[src/rtl/reg_writeback_pkg.sv]
// Shared definitions for the register-file writer side.
// Used by reg_writeback, its FIFO, the register file and the issue stage.
//   XLEN       : result / register width
//   REG_ADDR_W : register index width (32 architectural registers)
//   X0         : hard-wired zero register index
//   wb_entry_t : one pending register-file write {rd, data}
package reg_writeback_pkg;

    localparam int XLEN       = 64;
    localparam int REG_ADDR_W = 5;
    localparam int NUM_REGS   = 32;

    localparam logic [REG_ADDR_W-1:0] X0 = 5'd0;

    typedef struct packed {
        logic [REG_ADDR_W-1:0] rd;
        logic [XLEN-1:0]       data;
    } wb_entry_t;

endpackage

[src/rtl/reg_writeback_wb_fifo.sv]
// wb_fifo: DEPTH-entry in-order FIFO of pending register-file writes.
// Ports:
//   clk, reset_n            : clock, asynchronous active-low reset
//   push, push_entry        : write push_entry at the tail (ignored when full)
//   pop                     : retire the head entry (ignored when empty)
//   head_entry              : current head, combinational from storage
//   full, empty, count      : occupancy status, count = 0..DEPTH
//   entry_valid, entry_rd   : per-slot valid flag and destination, for
//                             pending-write lookups by the owner
import reg_writeback_pkg::*;

module wb_fifo #(
    parameter int DEPTH = 4
) (
    input  logic                      clk,
    input  logic                      reset_n,
    input  logic                      push,
    input  wb_entry_t                 push_entry,
    input  logic                      pop,
    output wb_entry_t                 head_entry,
    output logic                      full,
    output logic                      empty,
    output logic [$clog2(DEPTH):0]    count,
    output logic [DEPTH-1:0]          entry_valid,
    output logic [REG_ADDR_W-1:0]     entry_rd [DEPTH]
);

    localparam int PTR_W = $clog2(DEPTH);
    localparam int CNT_W = PTR_W + 1;

    wb_entry_t        mem [DEPTH];
    logic [PTR_W-1:0] head;
    logic [PTR_W-1:0] tail;
    logic             push_ok;
    logic             pop_ok;

    assign full    = (count == CNT_W'(DEPTH));
    assign empty   = (count == '0);
    assign push_ok = push && !full;
    assign pop_ok  = pop && !empty;

    assign head_entry = mem[head];

    always_comb begin
        for (int i = 0; i < DEPTH; i++) begin
            entry_rd[i] = mem[i].rd;
        end
    end

    // Pointers wrap naturally because DEPTH is a power of two. Push and pop
    // never target the same slot: that only happens when empty (no pop) or
    // full (no push).
    always_ff @(posedge clk or negedge reset_n) begin
        if (!reset_n) begin
            head        <= '0;
            tail        <= '0;
            count       <= '0;
            entry_valid <= '0;
            for (int i = 0; i < DEPTH; i++) begin
                mem[i] <= '0;
            end
        end else begin
            if (push_ok) begin
                mem[tail]         <= push_entry;
                entry_valid[tail] <= 1'b1;
                tail              <= tail + PTR_W'(1);
            end
            if (pop_ok) begin
                entry_valid[head] <= 1'b0;
                head              <= head + PTR_W'(1);
            end
            case ({push_ok, pop_ok})
                2'b10:   count <= count + CNT_W'(1);
                2'b01:   count <= count - CNT_W'(1);
                default: count <= count;
            endcase
        end
    end

endmodule

[src/rtl/reg_writeback.sv]
// reg_writeback: collects load and ALU results and issues register-file
// writes in acceptance order, one per cycle.
// Ports:
//   clk, reset_n                      : clock, asynchronous active-low reset
//   ld_valid/ld_ready/ld_rd/ld_data   : load result handshake (priority)
//   alu_valid/alu_ready/alu_rd/alu_data : ALU result handshake
//   wb_stall                          : register-file port busy, hold head
//   reg_write/rd/write_data           : register-file write port
//   chk_rs1/chk_rs2                   : issue-stage source registers
//   rs1_pending/rs2_pending           : a queued write targets that source
//   count                             : queued writes, 0..DEPTH
import reg_writeback_pkg::*;

module reg_writeback #(
    parameter int XLEN  = reg_writeback_pkg::XLEN,
    parameter int DEPTH = 4
) (
    input  logic                    clk,
    input  logic                    reset_n,
    input  logic                    ld_valid,
    output logic                    ld_ready,
    input  logic [4:0]              ld_rd,
    input  logic [XLEN-1:0]         ld_data,
    input  logic                    alu_valid,
    output logic                    alu_ready,
    input  logic [4:0]              alu_rd,
    input  logic [XLEN-1:0]         alu_data,
    input  logic                    wb_stall,
    output logic                    reg_write,
    output logic [4:0]              rd,
    output logic [XLEN-1:0]         write_data,
    input  logic [4:0]              chk_rs1,
    input  logic [4:0]              chk_rs2,
    output logic                    rs1_pending,
    output logic                    rs2_pending,
    output logic [$clog2(DEPTH):0]  count
);

    logic                  full;
    logic                  empty;
    logic                  ld_accept;
    logic                  alu_accept;
    logic                  push;
    wb_entry_t             push_entry;
    wb_entry_t             head_entry;
    logic [DEPTH-1:0]      entry_valid;
    logic [REG_ADDR_W-1:0] entry_rd [DEPTH];

    // Readies are forced low while reset is held so no producer sees a
    // handshake that the cleared FIFO would then drop.
    assign ld_ready  = reset_n && !full;
    assign alu_ready = reset_n && !full && !ld_valid;

    assign ld_accept  = ld_valid && ld_ready;
    assign alu_accept = alu_valid && alu_ready;

    // Results for x0 complete their handshake but are never queued.
    always_comb begin
        push       = 1'b0;
        push_entry = '0;
        if (ld_accept) begin
            push       = (ld_rd != X0);
            push_entry = '{rd: ld_rd, data: ld_data};
        end else if (alu_accept) begin
            push       = (alu_rd != X0);
            push_entry = '{rd: alu_rd, data: alu_data};
        end
    end

    wb_fifo #(
        .DEPTH (DEPTH)
    ) u_fifo (
        .clk         (clk),
        .reset_n     (reset_n),
        .push        (push),
        .push_entry  (push_entry),
        .pop         (reg_write),
        .head_entry  (head_entry),
        .full        (full),
        .empty       (empty),
        .count       (count),
        .entry_valid (entry_valid),
        .entry_rd    (entry_rd)
    );

    assign reg_write  = !empty && !wb_stall;
    assign rd         = head_entry.rd;
    assign write_data = head_entry.data;

    // Only stored entries are compared; a result accepted this cycle shows
    // up as pending from the next cycle on.
    always_comb begin
        rs1_pending = 1'b0;
        rs2_pending = 1'b0;
        for (int i = 0; i < DEPTH; i++) begin
            if (entry_valid[i] && (entry_rd[i] == chk_rs1) && (chk_rs1 != X0))
                rs1_pending = 1'b1;
            if (entry_valid[i] && (entry_rd[i] == chk_rs2) && (chk_rs2 != X0))
                rs2_pending = 1'b1;
        end
    end

endmodule
[config.mk]
export PLATFORM = sky130hd
export DESIGN_NAME = reg_writeback
export DESIGN_NICKNAME = d
export VERILOG_FILES = /design/src/rtl/reg_writeback_pkg.sv /design/src/rtl/reg_writeback_wb_fifo.sv /design/src/rtl/reg_writeback.sv
export SDC_FILE = /design/constraint.sdc
export NUM_CORES = 1
export LEC_CHECK = 0
export CAP_MARGIN = 20
export CORE_MARGIN = 3
export CORE_UTILIZATION = 50
export CTS_BUF_LIST = sky130_fd_sc_hd__clkbuf_4 sky130_fd_sc_hd__clkbuf_8
export DETAILED_ROUTE_END_ITERATION = 7
export GPL_TIMING_DRIVEN = 0
export PLACE_DENSITY_LB_ADDON = 0.25
export SKIP_CTS_REPAIR_TIMING = 1
export SLEW_MARGIN = 0
export SYNTH_ARGS = -nofsm -noshare
export SYNTH_HDL_FRONTEND = slang
export SYNTH_HIERARCHICAL = 1
export SYNTH_SLANG_ARGS = --single-unit
[constraint.sdc]
create_clock -name clk -period 2.85 [get_ports clk]
set_input_delay 0.57 -clock clk [delete_from_list [all_inputs] [get_ports clk]]
set_output_delay 0.57 -clock clk [all_outputs]
set_load 0.01 [all_outputs]
==> results of run 1 <==
==> registers in the layout, summed over array words and instances, names as in the netlist <==
register / flops
u_fifo/mem: 256
u_fifo/tail: 2
u_fifo/count: 3
u_fifo/head: 2
u_fifo/entry_rd: 20
u_fifo/entry_valid: 4
==> per-layer routing <==
layer / vias up / share of wire [%] / global-route usage [%] / routed length (um)
met2: 240 / 48 / 33.12 / 17640
met5: - / 0 / 0 / 0
met4: 0 / 1.5 / 4.814 / 556
met1: 4665 / 45 / 30.43 / 16670
met3: 44 / 5.2 / 4.407 / 1906
li1: 3985 / - / - / -
==> cell usage after synthesis (all sizes together) <==
cell type / count
dfrtp: 287
mux2: 278
buf: 79
a22o: 69
mux4: 69
xor2: 34
clkbuf: 16
xnor2: 11
ha: 9
inv: 8
nand3: 8
nor4: 8
a2bb2oi: 4
and3: 4
or4: 4
nor2b: 3
and2: 2
nand2: 2
nand4: 2
nor2: 2
o21a: 2
o21ai: 2
fa: 1
mux2i: 1
nor3: 1
or3b: 1
==> final timing paths <==
kind,startpoint,end,cells past startpoint
setup / recovery,u_fifo/count[1],u_fifo/count[2],15
max in group asynchronous,reset_n,u_fifo/entry_rd[4],3
hold reg to reg,u_fifo/count[2],u_fifo/count[2],1
min in group clk,u_fifo/count[2],u_fifo/count[2],1
setup reg to reg,u_fifo/count[1],u_fifo/count[2],15
hold / removal,reset_n,u_fifo/mem[114],2
==> stage by stage <==
step / cell area [um2] / TNS, ns / utilization (%)
2_1_floorplan: 15450 / 0 / -
3_3_place_gp: 18130 / -6339.98 / 60.36
3_5_place_dp: 18190 / -463.70 / 60.56
4_1_cts: 19210 / -337.26 / 63.96
5_1_grt: 20040 / -0.04567 / 66.72
6_report: 20040 / 0 / 66.72
==> cell type report <==
type / count / share of cell area [%]
buffer: 92 / 5.795
multi-input combinational: 517 / 36.07
timing repair buffer: 263 / 14.59
clock inverter: 11 / 0.4184
sequential: 287 / 35.86
tap: 390 / 2.435
clock buffer: 73 / 4.671
inverter: 8 / 0.1623
==> cells by family (layout without fill, tap and decap cells) <==
| logic type | count (synthesis) | after routing | share of synthesized area (%) |
|---|---|---|---|
| multiplexers | 348 | 348 | 37.14 |
| flip-flops | 287 | 287 | 46.55 |
| buffers and inverters | 103 | 447 | 6.925 |
| AO/OA/AOI/OAI | 77 | 77 | 4.306 |
| XOR/XNOR | 45 | 45 | 2.554 |
| AND/OR/NAND/NOR | 37 | 37 | 1.671 |
| adder cells (fa/ha/maj) | 10 | 10 | 0.8596 |
==> worst reg2reg max path, stage by stage, from the launching register on <==
cell     delay [ns]
dfrtp_1        0.41
or3b_4         0.43
inv_4          0.07
nor2b_4        0.04
nor2b_4        0.12
and2_4         0.18
buf_8          0.17
o21ai_2        0.06
nand2_2        0.15
nand2_4        0.13
ha_4           0.14
inv_1          0.05
fa_2           0.33
xor2_1         0.15
nor2_1         0.15
xor2_1         0.15
==> power breakdown <==
| part | total (mW) | internal (mW) | switching [mW] |
|---|---|---|---|
| clock | 3.83 | 2.18 | 1.65 |
| combinational | 8.69 | 5.42 | 3.26 |
| sequential | 6.24 | 5.42 | 0.824 |
==> cell usage in the layout, fill, tap and decap left out, types with 4 or more instances in the layout <==
cell type        netlist  routed
buf_8                  0       4
buf_4                 21      49
xnor2_1               11      11
mux2_4               276     276
inv_1                  8       7
a22o_1                69      69
clkbuf_4               0      12
nor4_1                 8       5
nand3_1                8       8
and3_4                 4       4
clkdlybuf4s50_1        0     147
buf_6                  8      12
buf_2                 18      10
ha_1                   9       8
clkbuf_1              16       7
clkinv_2               0       9
a2bb2oi_1              4       4
dfrtp_1              287     284
dlygate4sd3_1          0       6
or4_1                  4       4
mux4_2                69      69
clkbuf_8               0      62
dlymetal6s2s_1         0      71
xor2_1                34      34
buf_12                32      38
clkbuf_16              0       7
==> run metrics, run 1 <==
RePlAce Congestion slightly above 0.8; Setup Skew 0.01433 ns; total grt overflow 0; Peak Freq roughly 360 MHz; IO Port Bufs 219; DRC 0; area of the multi-input gates around 7200 um2; Vias between 8000 and 9000; CP max stage cell or3b_4; share of cells above drive strength 1 45.96%; max cap viols 0; Leakage ~10 nW; Max FO, Critical Path 10; CP Capture Type register; syn avg cell area 17.01 um2; Core ar. about 30000 um2; I/O pins between 200 and 250; DR WL/cell around 22 um; total CTS buffers 48; Worst Tran Pin Value around 0.99 ns; Buf/Inv on CP 3; Detailed Place HPWL approximately 24 mm; vias per cell about 5.4; Top delay family on crit path simple AND/OR/NAND/NOR gates; area leader, netlist dfrtp_1; clk root buf clkbuf_8; Antenna Violating Nets Remaining 0; Syn Inst Count a little over 900; Iter 0 DRT Violations between 400 and 500; Cell Area, Synth 15430 um2; die area approximately 33000 um2; final hold vios 0; final max-slew violation count 0; largest cells by area after synthesis dfrtp_1, mux2_4, mux4_2; Clock Path Buffers 3; setup slack at placement -1.665 ns; vias in the first global route 9710; top cell type's share of synthesized area 46.55%; clock latency on the worst-skew pair approximately 0.56 ns; Initial Util slightly above 50%; largest net degree at the start of global routing about 120; Worst EP required around 3.3 ns; relative slew slack about 34%; Total GRT Usage 21.07%; fin nets between 1000 and 1500; #FFs+latches synth between 200 and 300; first-pass GRT wire length 55.34 mm; sequential-to-total area share from yosys stat 46.55%; Reg2Reg Setup Slack ~0.057 ns; CP arrival between 3 and 4 ns; Peak VDD IR between 0.0004 and 0.0005 V; # diodes 0; CTS tree done; initial antenna violation count 0; Synth Net Count around 1100; final worst-path cycle share 98.00%; clock sinks 287; placed cells approximately 1500; Worst Hold Class input port to asynchronous set/reset pin; non-filler cells, final 1641; chip width roughly 180 um; Pre-antenna DRT Iters 4; Pwr Density ~940 nW/um2; Distinct cells, synth 32; Critical Path Source Type register; # fillers about 2100; Reg area 7186 um2; outcome completed; Final Critical Period approximately 2.8 ns; synth warn 6; total number of H-tree levels 2; number of cell rows 63; final hold slack a little over 0.05 ns; crit path cell chain or3b_4 > inv_4 > nor2b_4 > nor2b_4 > and2_4 > buf_8 > o21ai_2 > nand2_2 > nand2_4 > ha_4 > inv_1 > fa_2 > xor2_1 > nor2_1 > xor2_1; Clk pin slew, worst setup/hold paths about 0.070 ns; die height roughly 180 um; P&R area growth vs syn 29.87%; Crit Path Category register to register; Setup violations, final 0; setup ws final ~0.057 ns; WL final between 30 and 40 mm; Critical Path Max Stage Delay 0.42 ns; Total Power ~19 mW
Power figures use the tool's default switching activity.
==> run 2, diff against run 1 <==
--- a/config.mk
+++ b/config.mk
@@ -9,6 +9,8 @@
 export CORE_MARGIN = 3
 export CORE_UTILIZATION = 50
 export CTS_BUF_LIST = sky130_fd_sc_hd__clkbuf_4 sky130_fd_sc_hd__clkbuf_8
+export CTS_CLUSTER_DIAMETER = 80
+export CTS_CLUSTER_SIZE = 8
 export DETAILED_ROUTE_END_ITERATION = 7
 export GPL_TIMING_DRIVEN = 0
 export PLACE_DENSITY_LB_ADDON = 0.25
@@ -18,3 +20,4 @@
 export SYNTH_HDL_FRONTEND = slang
 export SYNTH_HIERARCHICAL = 1
 export SYNTH_SLANG_ARGS = --single-unit
+export TNS_END_PERCENT = 50
==> run 2 against run 1 <==
Against the previous run: highest routed layer unchanged; non-clock buffer count is 20 lower; sequential cell count stayed put; first-iteration DRC count is 3.6% higher; global-route usage is 0.16 points lower; critical endpoint is now write_data[63]; the flow now finishes with violations (setup timing); count of clock-buffer cells in the layout is 28 lower.
==> run metrics, run 2 (same netlist as run 1, synthesis figures left out) <==
outcome finished with violations; failing checks setup timing; Clk pwr share between 10% and 20%; final worst-path cycle share 105.9%; WL final 35.69 mm; commonest non-fill, non-tap cell in the layout dfrtp_1; Worst Hold Class input port to asynchronous set/reset pin; Initial Util about half; largest net degree at the start of global routing approximately 120; Crit Path Category register to primary output; Core ar. ~30000 um2; setup ws final -0.1695 ns; Pwr Density slightly above 900 nW/um2; Peak Freq ~330 MHz; fin nets between 1000 and 1500; initial antenna violation count 0; Reg2Reg Capture Point u_fifo/count[2]; Pint roughly 12 mW; first-pass GRT wire length around 55 mm; die area 33000 um2; Worst Tran Pin Value between 0.5 and 0.6 ns; Critical Path Source Type register; total number of H-tree levels 2; Pre-antenna DRT Iters 4; largest reg by FF count u_fifo/mem; vias per cell ~5.5; vias in the first global route 9592; IO Port Bufs about 220; most frequent cells in the layout dfrtp_1, mux2_4, clkdlybuf4s50_1; Final Critical Period around 3.0 ns; non-filler cells, final about 1600; Detailed Place HPWL between 20 and 25 mm; Setup violations, final between 60 and 70; Peak VDD IR ~0.00042 V; Reg2Reg Setup Slack 0.01 ns; Antenna Violating Nets Remaining 0; chip width approximately 180 um; Reg area roughly 7200 um2; Total GRT Usage between 20% and 30%; sequential share of power ~36%; share of cells above drive strength 1 a little over two fifths; Vias 8711; CP arrival roughly 2.5 ns; total CTS buffers about 40; CP Capture Type primary output; I/O pins 230; Setup Skew roughly 0.024 ns; RePlAce Congestion between 0.8 and 0.9; # diodes 0; Leakage slightly below 9 nW; placed cells between 1500 and 2000; Worst EP required ~2.3 ns; Max FO, Critical Path 10; NetSw approximately 5.5 mW; Clk pin slew, worst setup/hold paths about 0.070 ns; max cap viols 0; total grt overflow 0; area of the multi-input gates around 7200 um2; number of cell rows between 60 and 70; final hold vios 0; setup slack at placement -1.665 ns; Gate power share roughly 48%; # fillers 2189; Net Sw Frac about 31%; relative slew slack a little under two thirds; CTS tree done; final max-slew violation count 0; die height 181.7 um; RSZ-0062 raised after global routing true; P&R area growth vs syn 24.39%; Clock Path Buffers 3; Reg2Reg Depth 15; clock sinks 287; Largest register FFs 256; clock latency on the worst-skew pair 0.54 ns; reg-to-reg startpoint u_fifo/count[1]; DR WL/cell about 23 um; DRC 0; Iter 0 DRT Violations 460; clk root buf clkbuf_8
run 2: layout make-up:
class                      count  share of cell area, %
clock inverter                 1                0.03911
multi-input combinational    517                  37.63
timing repair buffer         243                  13.47
inverter                       8                 0.1565
buffer                        92                  5.561
sequential                   287                  37.44
clock buffer                  45                  3.162
tap                          390                  2.542
run 2: metal layers:
metal  global-route usage, %  vias to the layer above  routed length, um
met5                       0                        -                  0
met4                   4.814                        0                679
met3                   4.147                       52               1719
met2                   33.02                      201              16850
met1                   30.21                     4564              16440
li1                        -                     3894                  -
run 2: critical path, cell delays in order (launching register included):
cell and delay [ns]:
dfrtp_2 0.49, buf_4 0.32, mux4_2 0.57, clkdlybuf4s50_1 0.51
run 2: how the worst max path moves through the flow:
stage	startpoint	to	slack (ns)
final	u_fifo/head[0]	write_data[63]	-0.17
after CTS	reset_n	u_fifo/count[2]	-1.10
after global placement	reset_n	u_fifo/count[0]	-12.00
after detailed placement	reset_n	u_fifo/count[2]	-1.66
after global routing	u_fifo/head[0]	write_data[28]	-0.28
after floorplan	u_fifo/count[0]	u_fifo/count[2]	0.02
run 2: metrics by stage:
stage	cell area, um2	utilization (%)	setup TNS (ns)	total power, mW	hold slack, ns
final	19190	63.91	-7.618	17.55	0.02851
after global routing	19190	63.91	-16.99	18.51	0.004712
after CTS	18800	62.61	-341.15	17.54	-0.05968
after detailed placement	18190	60.56	-463.70	14.63	0.4886
after global placement	18130	60.36	-6339.98	14.48	0.4863
after floorplan	15450	-	0	11.80	0.2744
run 2: power by group through the flow:
stage	Sequential [mW]	Combinational, mW	Clock, mW
final	6.25	8.49	2.81
after global routing	6.41	9.01	3.09
after CTS	6.21	8.42	2.91
after detailed placement	6.23	8.40	0
after global placement	6.22	8.25	0
after floorplan	5.98	5.82	0
